===== src/rtl/playlist_pkg.sv =====
// Shared types and helpers for the playlist sequencer: FSM state encoding and
// sizing of the inter-song gap counter.
package playlist_pkg;

  localparam int unsigned SongWDefault = 2;

  typedef enum logic [2:0] {
    StIdle,
    StLoad,
    StPlay,
    StPaused,
    StGap
  } state_e;

  // Width needed to hold GAP_CYCLES-1; never narrower than one bit.
  function automatic int unsigned gap_cnt_w(input int unsigned gap_cycles);
    return (gap_cycles > 1) ? $clog2(gap_cycles) : 1;
  endfunction

endpackage


===== src/rtl/song_fifo.sv =====
// Song queue with two prioritised write ports (user enqueue first, loop
// re-queue second) and a single pop; status outputs are registered.
module song_fifo #(
  parameter int unsigned SONG_W = 2,
  parameter int unsigned DEPTH  = 4
) (
  input  logic                    i_clk,
  input  logic                    i_reset,
  input  logic                    i_push_a,
  input  logic [SONG_W-1:0]       i_data_a,
  input  logic                    i_push_b,
  input  logic [SONG_W-1:0]       i_data_b,
  input  logic                    i_pop,
  output logic [SONG_W-1:0]       o_head,
  output logic [$clog2(DEPTH):0]  o_count,
  output logic                    o_full,
  output logic                    o_empty,
  output logic                    o_drop
);

  localparam int unsigned PtrW = $clog2(DEPTH);
  localparam int unsigned CntW = PtrW + 1;

  logic [SONG_W-1:0] r_mem [DEPTH];
  logic [PtrW-1:0]   r_wptr;
  logic [PtrW-1:0]   r_rptr;
  logic [CntW-1:0]   r_count;
  logic              r_full;
  logic              r_empty;

  logic              w_pop;
  logic              w_acc_a;
  logic              w_acc_b;
  logic [CntW-1:0]   w_cnt_a;
  logic [CntW-1:0]   w_cnt_d;
  logic [PtrW-1:0]   w_wptr_b;

  // A pop in the same cycle frees a slot for either write port.
  always_comb begin
    w_pop    = i_pop && !r_empty;
    w_acc_a  = i_push_a && (!r_full || w_pop);
    w_cnt_a  = r_count - CntW'(w_pop) + CntW'(w_acc_a);
    w_acc_b  = i_push_b && (w_cnt_a < CntW'(DEPTH));
    w_cnt_d  = w_cnt_a + CntW'(w_acc_b);
    w_wptr_b = r_wptr + PtrW'(w_acc_a);
    o_drop   = (i_push_a && !w_acc_a) || (i_push_b && !w_acc_b);
  end

  always_ff @(posedge i_clk) begin
    if (!i_reset) begin
      r_wptr  <= '0;
      r_rptr  <= '0;
      r_count <= '0;
      r_full  <= 1'b0;
      r_empty <= 1'b1;
    end else begin
      if (w_pop) r_rptr <= r_rptr + PtrW'(1);
      r_wptr  <= r_wptr + PtrW'(w_acc_a) + PtrW'(w_acc_b);
      r_count <= w_cnt_d;
      r_full  <= (w_cnt_d == CntW'(DEPTH));
      r_empty <= (w_cnt_d == '0);
    end
  end

  always_ff @(posedge i_clk) begin
    if (w_acc_a) r_mem[r_wptr] <= i_data_a;
    if (w_acc_b) r_mem[w_wptr_b] <= i_data_b;
  end

  assign o_head  = r_mem[r_rptr];
  assign o_count = r_count;
  assign o_full  = r_full;
  assign o_empty = r_empty;

endmodule


===== src/rtl/playlist_sequencer.sv =====
// Song-queue scheduler: buffers requests, then drives the player through
// load / play / pause / gap phases with registered outputs.
module playlist_sequencer
  import playlist_pkg::*;
#(
  parameter int unsigned SONG_W     = SongWDefault,
  parameter int unsigned DEPTH      = 4,
  parameter int unsigned GAP_CYCLES = 8
) (
  input  logic                    i_clk,
  input  logic                    i_reset,
  input  logic                    i_enq,
  input  logic [SONG_W-1:0]       i_enq_song,
  input  logic                    i_pause,
  input  logic                    i_skip,
  input  logic                    i_loop_mode,
  input  logic                    i_song_done,
  output logic                    o_play,
  output logic                    o_reset_player,
  output logic [SONG_W-1:0]       o_song,
  output logic [$clog2(DEPTH):0]  o_count,
  output logic                    o_full,
  output logic                    o_empty,
  output logic                    o_overflow
);

  localparam int unsigned GapW    = gap_cnt_w(GAP_CYCLES);
  localparam int unsigned GapLoad = (GAP_CYCLES > 0) ? GAP_CYCLES - 1 : 0;

  state_e            r_state;
  logic [GapW-1:0]   r_gap_cnt;
  logic [SONG_W-1:0] r_song;
  logic              r_play;
  logic              r_reset_player;
  logic              r_overflow;

  state_e            w_state_d;
  logic [GapW-1:0]   w_gap_d;
  logic [SONG_W-1:0] w_song_d;
  logic              w_pop;
  logic              w_loop_push;
  logic              w_exit;
  logic [SONG_W-1:0] w_head;
  logic              w_empty;
  logic              w_drop;

  song_fifo #(
    .SONG_W (SONG_W),
    .DEPTH  (DEPTH)
  ) u_song_fifo (
    .i_clk    (i_clk),
    .i_reset  (i_reset),
    .i_push_a (i_enq),
    .i_data_a (i_enq_song),
    .i_push_b (w_loop_push),
    .i_data_b (r_song),
    .i_pop    (w_pop),
    .o_head   (w_head),
    .o_count  (o_count),
    .o_full   (o_full),
    .o_empty  (w_empty),
    .o_drop   (w_drop)
  );

  always_comb begin
    w_state_d   = r_state;
    w_gap_d     = r_gap_cnt;
    w_song_d    = r_song;
    w_pop       = 1'b0;
    w_loop_push = 1'b0;
    w_exit      = 1'b0;
    unique case (r_state)
      StIdle: begin
        if (!w_empty) begin
          w_state_d = StLoad;
          w_pop     = 1'b1;
        end
      end
      StLoad: w_state_d = StPlay;
      StPlay: begin
        if (i_skip || i_song_done) w_exit = 1'b1;
        else if (i_pause)          w_state_d = StPaused;
      end
      StPaused: begin
        if (i_skip)       w_exit = 1'b1;
        else if (i_pause) w_state_d = StPlay;
      end
      StGap: begin
        if (r_gap_cnt == '0) begin
          if (!w_empty) begin
            w_state_d = StLoad;
            w_pop     = 1'b1;
          end else begin
            w_state_d = StIdle;
          end
        end else begin
          w_gap_d = r_gap_cnt - GapW'(1);
        end
      end
      default: w_state_d = StIdle;
    endcase

    // Leaving the current song: optionally re-queue it, then gap or reload.
    if (w_exit) begin
      w_loop_push = i_loop_mode;
      if (GAP_CYCLES == 0) begin
        if (!w_empty) begin
          w_state_d = StLoad;
          w_pop     = 1'b1;
        end else begin
          w_state_d = StIdle;
        end
      end else begin
        w_state_d = StGap;
        w_gap_d   = GapW'(GapLoad);
      end
    end

    if (w_pop) w_song_d = w_head;
  end

  always_ff @(posedge i_clk) begin
    if (!i_reset) begin
      r_state        <= StIdle;
      r_gap_cnt      <= '0;
      r_song         <= '0;
      r_play         <= 1'b0;
      r_reset_player <= 1'b0;
      r_overflow     <= 1'b0;
    end else begin
      r_state        <= w_state_d;
      r_gap_cnt      <= w_gap_d;
      r_song         <= w_song_d;
      r_play         <= (w_state_d == StPlay);
      r_reset_player <= (w_state_d == StLoad);
      r_overflow     <= w_drop;
    end
  end

  assign o_play         = r_play;
  assign o_reset_player = r_reset_player;
  assign o_song         = r_song;
  assign o_empty        = w_empty;
  assign o_overflow     = r_overflow;

endmodule


===== config.mk =====
export PLATFORM = sky130hd
export DESIGN_NAME = playlist_sequencer
export DESIGN_NICKNAME = d
export VERILOG_FILES = /design/src/rtl/playlist_pkg.sv /design/src/rtl/song_fifo.sv /design/src/rtl/playlist_sequencer.sv
export SDC_FILE = /design/constraint.sdc
export NUM_CORES = 1
export LEC_CHECK = 0
export BUFFER_PORTS_ARGS = -buffer_cell sky130_fd_sc_hd__buf_2
export CAP_MARGIN = 20
export CORE_MARGIN = 2
export CORE_UTILIZATION = 60
export CTS_CLUSTER_SIZE = 20
export DETAILED_ROUTE_END_ITERATION = 10
export PLACE_DENSITY = 0.82
export SYNTH_ARGS = -nofsm -noshare
export SYNTH_HDL_FRONTEND = slang
export SYNTH_SLANG_ARGS = --single-unit
export TNS_END_PERCENT = 50

===== constraint.sdc =====
create_clock -name i_clk -period 10.4 [get_ports i_clk]
set_clock_uncertainty 0.1 [all_clocks]
set_input_delay 1.56 -clock i_clk [delete_from_list [all_inputs] [get_ports i_clk]]
set_output_delay 1.56 -clock i_clk [all_outputs]
set_load 0.01 [all_outputs]

# Word-level counts from Yosys, hierarchy flattened
# Memories as Yosys holds them, arrays and structs flattened. A register that Yosys moved wholly into a read port is not among the register bits.
# Cells that the tools add are included.
# classes
add_sub_neg	7
n_lt_le_gt_ge	1
n_eq_ne	8
muxes	23
reduce_logical	18
# op_table
op	count
3-bit 2-to-1 mux	10
3-bit case mux with 5 select lines	1
1-bit 2-to-1 mux	10
3-bit by 2-bit == test with 1-bit output (second input constant)	3
3-bit zero test	3
3-bit by 1-bit adder with 3-bit output	2
3-bit by 1-bit == test with 1-bit output (second input constant)	2
3-bit == test (second input constant)	2
1-bit logical AND	5
1-bit zero test	5
2-bit by 1-bit adder with 2-bit output	2
1-bit case mux with 2 select lines	2
1-bit logical OR	3
3-bit less-than comparator (second input constant)	1
3-bit by 1-bit subtractor with 3-bit output	1
3-bit by 1-bit subtractor with 3-bit output (second input constant)	1
2-bit by 1-bit adder with 2-bit output (second input constant)	1
2-bit inequality test (second input constant)	1
2-bit AND reduction	1
2-bit nonzero test	1
# totals
reg_bits	18
mem_bits_rw	8
in_bits	9
memories	1
# mem_list
memory	depth	word_bits	rd	rd_ports_with_merged_regs	write_ports	line_no	text
u_song_fifo.r_mem	4	2	1	1	2	song_fifo.sv:24	logic [SONG_W-1:0] r_mem [DEPTH];

# Longest topological paths before layout
# depth
ltp_word	12
depth_mapped	16
ltp_nobuf	16

# By module
# From an unflattened synthesis, not the netlist that was laid out.
# hier_totals
cells_unflattened	130
area_unflattened_um2	1497.7
# modules_own_cells
module	n_inst	cells_per_inst	area_per_inst_um2	seq_area_each_um2
song_fifo	1	80	1004.7	460.4
playlist_sequencer	1	50	493.0	220.2

# Worst setup path before layout
# Ideal clock, no wire load.
# synth_timing
path_type	input to register
start	in i_enq
end	reg u_song_fifo.r_full (netlist: u_song_fifo.o_full)
arrival_ns	3.741
setup_slack_ns	6.479
path_stages	12
path_cell_list	o21ai_0 > inv_1 > ha_1 > inv_1 > fa_1 > xor3_2 > a2111oi_4 > ha_1 > ha_1 > xor2_1 > and2_1 > nor3b_1
# synth_between
elab_chain_cells	6
# synth_rtl
element	line_no	text
start, declared	playlist_sequencer.sv:12	input logic i_enq,
1-bit logical AND (*)	song_fifo.sv:41	w_acc_a = i_push_a && (!r_full || w_pop);
3-bit by 1-bit adder with 3-bit output (*)	song_fifo.sv:42	w_cnt_a = r_count - CntW'(w_pop) + CntW'(w_acc_a);
3-bit less-than comparator	song_fifo.sv:43	w_acc_b = i_push_b && (w_cnt_a < CntW'(DEPTH));
1-bit logical AND	song_fifo.sv:43	
3-bit by 1-bit adder with 3-bit output (*)	song_fifo.sv:44	w_cnt_d = w_cnt_a + CntW'(w_acc_b);
3-bit == test (*)	song_fifo.sv:60	r_full <= (w_cnt_d == CntW'(DEPTH));
end signal, assigned	song_fifo.sv:60	
end, declared	song_fifo.sv:28	logic r_full;
# Mark *: on every way between the ends. The rest lies on a longest branch, timed or not.
# A chain may end at the register's enable or synchronous reset.

# Final worst setup path
# Same ends and word-level chain as after synthesis.

==> results_dict.tcl <==
set metrics [dict create \
    synth.mux.area_fraction_pct 11.5 \
    fin_crit_sh_pct 38.4 \
    drt_first_pass_iters 4 \
    antenna_found_initial 0 \
    yosys.area.top_type_share_pct 27.7 \
    layout.cell_area.non_filler_um2 1610 \
    rsz_0062_raised_after_global_routing "false" \
    yosys-top-cells-area "sky130_fd_sc_hd__dfxtp_1 (28%), sky130_fd_sc_hd__edfxtp_1 (17%), sky130_fd_sc_hd__mux2_2 (7.0%)" \
    result_of_the_run "finished clean" \
    post_drt_via_cell_ratio 5.86 \
    finalSetupViolCount 0 \
    worst_slew_pin_slew_ns 0.654 \
    worstPathArrival_ns 4.16 \
    tritoncts_num_sinks 28 \
    power.ir.vdd_worst_mv 0.205 \
    ys_top_cells_by_count "sky130_fd_sc_hd__dfxtp_1 (20), sky130_fd_sc_hd__inv_1 (13), sky130_fd_sc_hd__mux2_2 (9)" \
    ys_async_sr_fraction_pct 0 \
    pwr-share-comb_pct 44.3 \
    via_count_of_the_first_global_routing_pass 997 \
    synth_most_common_cell "sky130_fd_sc_hd__dfxtp_1" \
    leftover_overflow_at_the_end_of_global_routing 0 \
    critPathSlowestCell "sky130_fd_sc_hd__fa_1" \
    post_synth_inst_count 128 \
    relSlewSlack_pct 56.0 \
    crit_path_start_kind "input pin" \
    drive_above_1_share_pct 25.2 \
    dieHeight_um 53.1 \
    report.final.hold_viol_count 0 \
    crit_top_cell "sky130_fd_sc_hd__ha_1" \
    synth-edff-count 8 \
    synth_top_family_by_area "simple AND/OR/NAND/NOR gates" \
    fin_crit_ns 4.00 \
    cp_cell_sequence "buf_2, o21ai_0, inv_1, ha_1, inv_1, fa_1, xor3_2, a2111oi_4, ha_1, ha_1, xor2_1, and2_1, nor3b_1" \
    gp_routability_congestion 0.840 \
    mappedNetlistArea_um2 1440 \
    buffer_ports.inserted 18 \
    utilization_pct 72.1 \
    std_cell_rows 17 \
    antenna_cells 0 \
    wl_per_cell_um 16.0 \
    crit_fanout 5 \
    first_pass_grt_wire_length_mm 4.69 \
    drt_drc_violations_left 0 \
    power.switching_fraction_pct 37.2 \
    route.vias.total 1025 \
    globalRouteTotalUtil_pct 23.6 \
    area_growth_pct 11.5 \
    cp-end-kind "flip-flop" \
    static-leakage-power_nw 0.676 \
    total_placed_instance_area_um2 1560 \
    syn-mean-instance-area_um2 11.3 \
    max_freq_ghz 0.250 \
    core_area_um2 2230 \
    cts_repair_resize_count 0 \
    chipWidth_um 53.1 \
    post_synth_simple_gate_area_pct 13.2 \
    fin_setup_tns_ns 0 \
    drt-initial-drc-count 10 \
    post_synthesis_compound_gate_area_fraction_pct 11.9 \
    synth.lib_cells_used.distinct 38 \
    cts_buffer_depth 2 \
    ctsHtreeMaxLevel 1 \
    worst_setup_hold_path_clk_slew_ns 0.14 \
    numCtsBuffers 3 \
    critPathMaxStageDelay_ns 0.40 \
    p_sw_w 0.000159 \
    synth-adder-area-share_pct 8.32 \
    clock_tree_from_tritoncts "built" \
    cts_hold_buf 0 \
    critPathKind "in -> reg" \
    required_ns 10.56 \
    dieArea_um2 2810 \
    cts.root.buffer_cell "sky130_fd_sc_hd__clkbuf_4" \
    routed_wl_mm 2.81 \
    drtAntennaViolNets 0 \
    cts_setup_buffers 0 \
    intPower_w 0.000269 \
    timing.hold.worst.class "reg -> reg" \
    clk-insertion-delay-late_ns 0.33 \
    grt_max_degree 18 \
    synth-xor-area-share_pct 6.59 \
    yosysWarnings 0 \
    initial_core_util_pct 64.6 \
    clock_power_share_pct 16.6 \
    power_per_unit_of_standard_cell_area_nw_per_um2 266 \
    place.detailed.hpwl_mm 2.13 \
    final_nets 166 \
    fillerInstances 162 \
    synth.net_count 146 \
    seq_area_frac_synth_pct 44.4 \
    ys.flop_type "sky130_fd_sc_hd__dfxtp_1" \
    p_seq_share_pct 39.1 \
    post-synth-top-area-cell "sky130_fd_sc_hd__dfxtp_1" \
    r2r_setup_slack_ns 6.44 \
    max-cap-violations 0 \
    synth_seq_cells 28 \
    io-pin-count 19 \
    timing_max_transition_violations_final 0 \
]
through the flow:
| step | std cells | worst slack, ns | hold WS (ns) | power [W] |
|---|---|---|---|---|
| CTS | 175 | 6.43 | 0.456 | 0.000428 |
| global placement | 171 | 6.26 | 0.448 | 0.000345 |
| floorplan | 128 | 6.48 | 0.427 | 0.000304 |
| finish | 175 | 6.40 | 0.447 | 0.000428 |
| detailed placement | 171 | 6.10 | 0.461 | 0.000356 |
| global route | 175 | 6.11 | 0.481 | 0.000462 |
state kept, by name, summed over array words and instances (netlist names):
register / flops
u_song_fifo.o_full: 1
r_gap_cnt: 3
o_song: 2
u_song_fifo.o_empty: 1
o_play: 1
u_song_fifo.r_mem: 8
u_song_fifo.r_rptr: 2
r_state: 3
u_song_fifo.o_count: 3
o_reset_player: 1
o_overflow: 1
u_song_fifo.r_wptr: 2
cells by family after synthesis:
family / Yosys count
flip-flops: 28
XOR/XNOR: 9
adder cells (fa/ha/maj): 9
buffers and inverters: 16
multiplexers: 13
AO/OA/AOI/OAI: 21
AND/OR/NAND/NOR: 32
cell type report:
| cell class | instances | area [um^2] | area share, % |
|---|---|---|---|
| sequential | 28 | 641 | 39.8 |
| clock buffer | 3 | 22.5 | 1.40 |
| clock inverter | 1 | 30.0 | 1.86 |
| inverter | 13 | 48.8 | 3.03 |
| timing repair buffer | 18 | 90.1 | 5.59 |
| tap | 28 | 35.0 | 2.18 |
| multi-input combinational | 84 | 743 | 46.2 |
power by group through the flow:
stage	Clock, W	Sequential [W]	Combinational, W
finish	0.0000712	0.000167	0.000189
global placement	0	0.000167	0.000178
global route	0.0000774	0.000171	0.000214
floorplan	0	0.000167	0.000138
CTS	0.0000720	0.000167	0.000190
detailed placement	0	0.000169	0.000188
path summary, 6_finish.rpt:
path / start / end / cells past startpoint
setup / recovery: i_enq / u_song_fifo.o_full$_SDFF_PN0_ / 13
hold / removal: u_song_fifo.o_full$_SDFF_PN0_ / o_overflow$_SDFF_PN0_ / 2
setup reg to reg: r_state[1]$_SDFF_PN0_ / u_song_fifo.o_full$_SDFF_PN0_ / 14
hold reg to reg: u_song_fifo.o_full$_SDFF_PN0_ / o_overflow$_SDFF_PN0_ / 2
critical path: cells and delay by family:
kind                     cells  cell delay, ns
AO/OA/AOI/OAI                2            0.52
AND/OR/NAND/NOR              2            0.33
adder cells (fa/ha/maj)      4            0.94
buffers and inverters        3            0.29
XOR/XNOR                     2            0.52
routing by layer:
metal	track usage, %	vias up	routed length, um
met4	10.7	0	70
met3	2.82	8	59
met2	43.1	20	1510
li1	-	494	-
met1	27.3	503	1170
met5	0	-	0
cell usage in the layout (no fill, tap or decap), types with 2 or more instances in the layout:
master,count
sky130_fd_sc_hd__nor2_1,2
sky130_fd_sc_hd__mux4_2,2
sky130_fd_sc_hd__o21ai_0,5
sky130_fd_sc_hd__xnor2_1,4
sky130_fd_sc_hd__nand2_1,2
sky130_fd_sc_hd__mux2_2,9
sky130_fd_sc_hd__buf_2,18
sky130_fd_sc_hd__nor4_1,3
sky130_fd_sc_hd__o31ai_1,2
sky130_fd_sc_hd__mux2i_1,2
sky130_fd_sc_hd__edfxtp_1,8
sky130_fd_sc_hd__and2_1,8
sky130_fd_sc_hd__a21boi_0,5
sky130_fd_sc_hd__xor2_1,4
sky130_fd_sc_hd__nor2b_1,4
sky130_fd_sc_hd__nand2b_1,3
sky130_fd_sc_hd__ha_1,8
sky130_fd_sc_hd__inv_1,13
sky130_fd_sc_hd__clkbuf_4,3
sky130_fd_sc_hd__dfxtp_1,20
sky130_fd_sc_hd__nand3_1,3
Power figures use the tool's default switching activity.
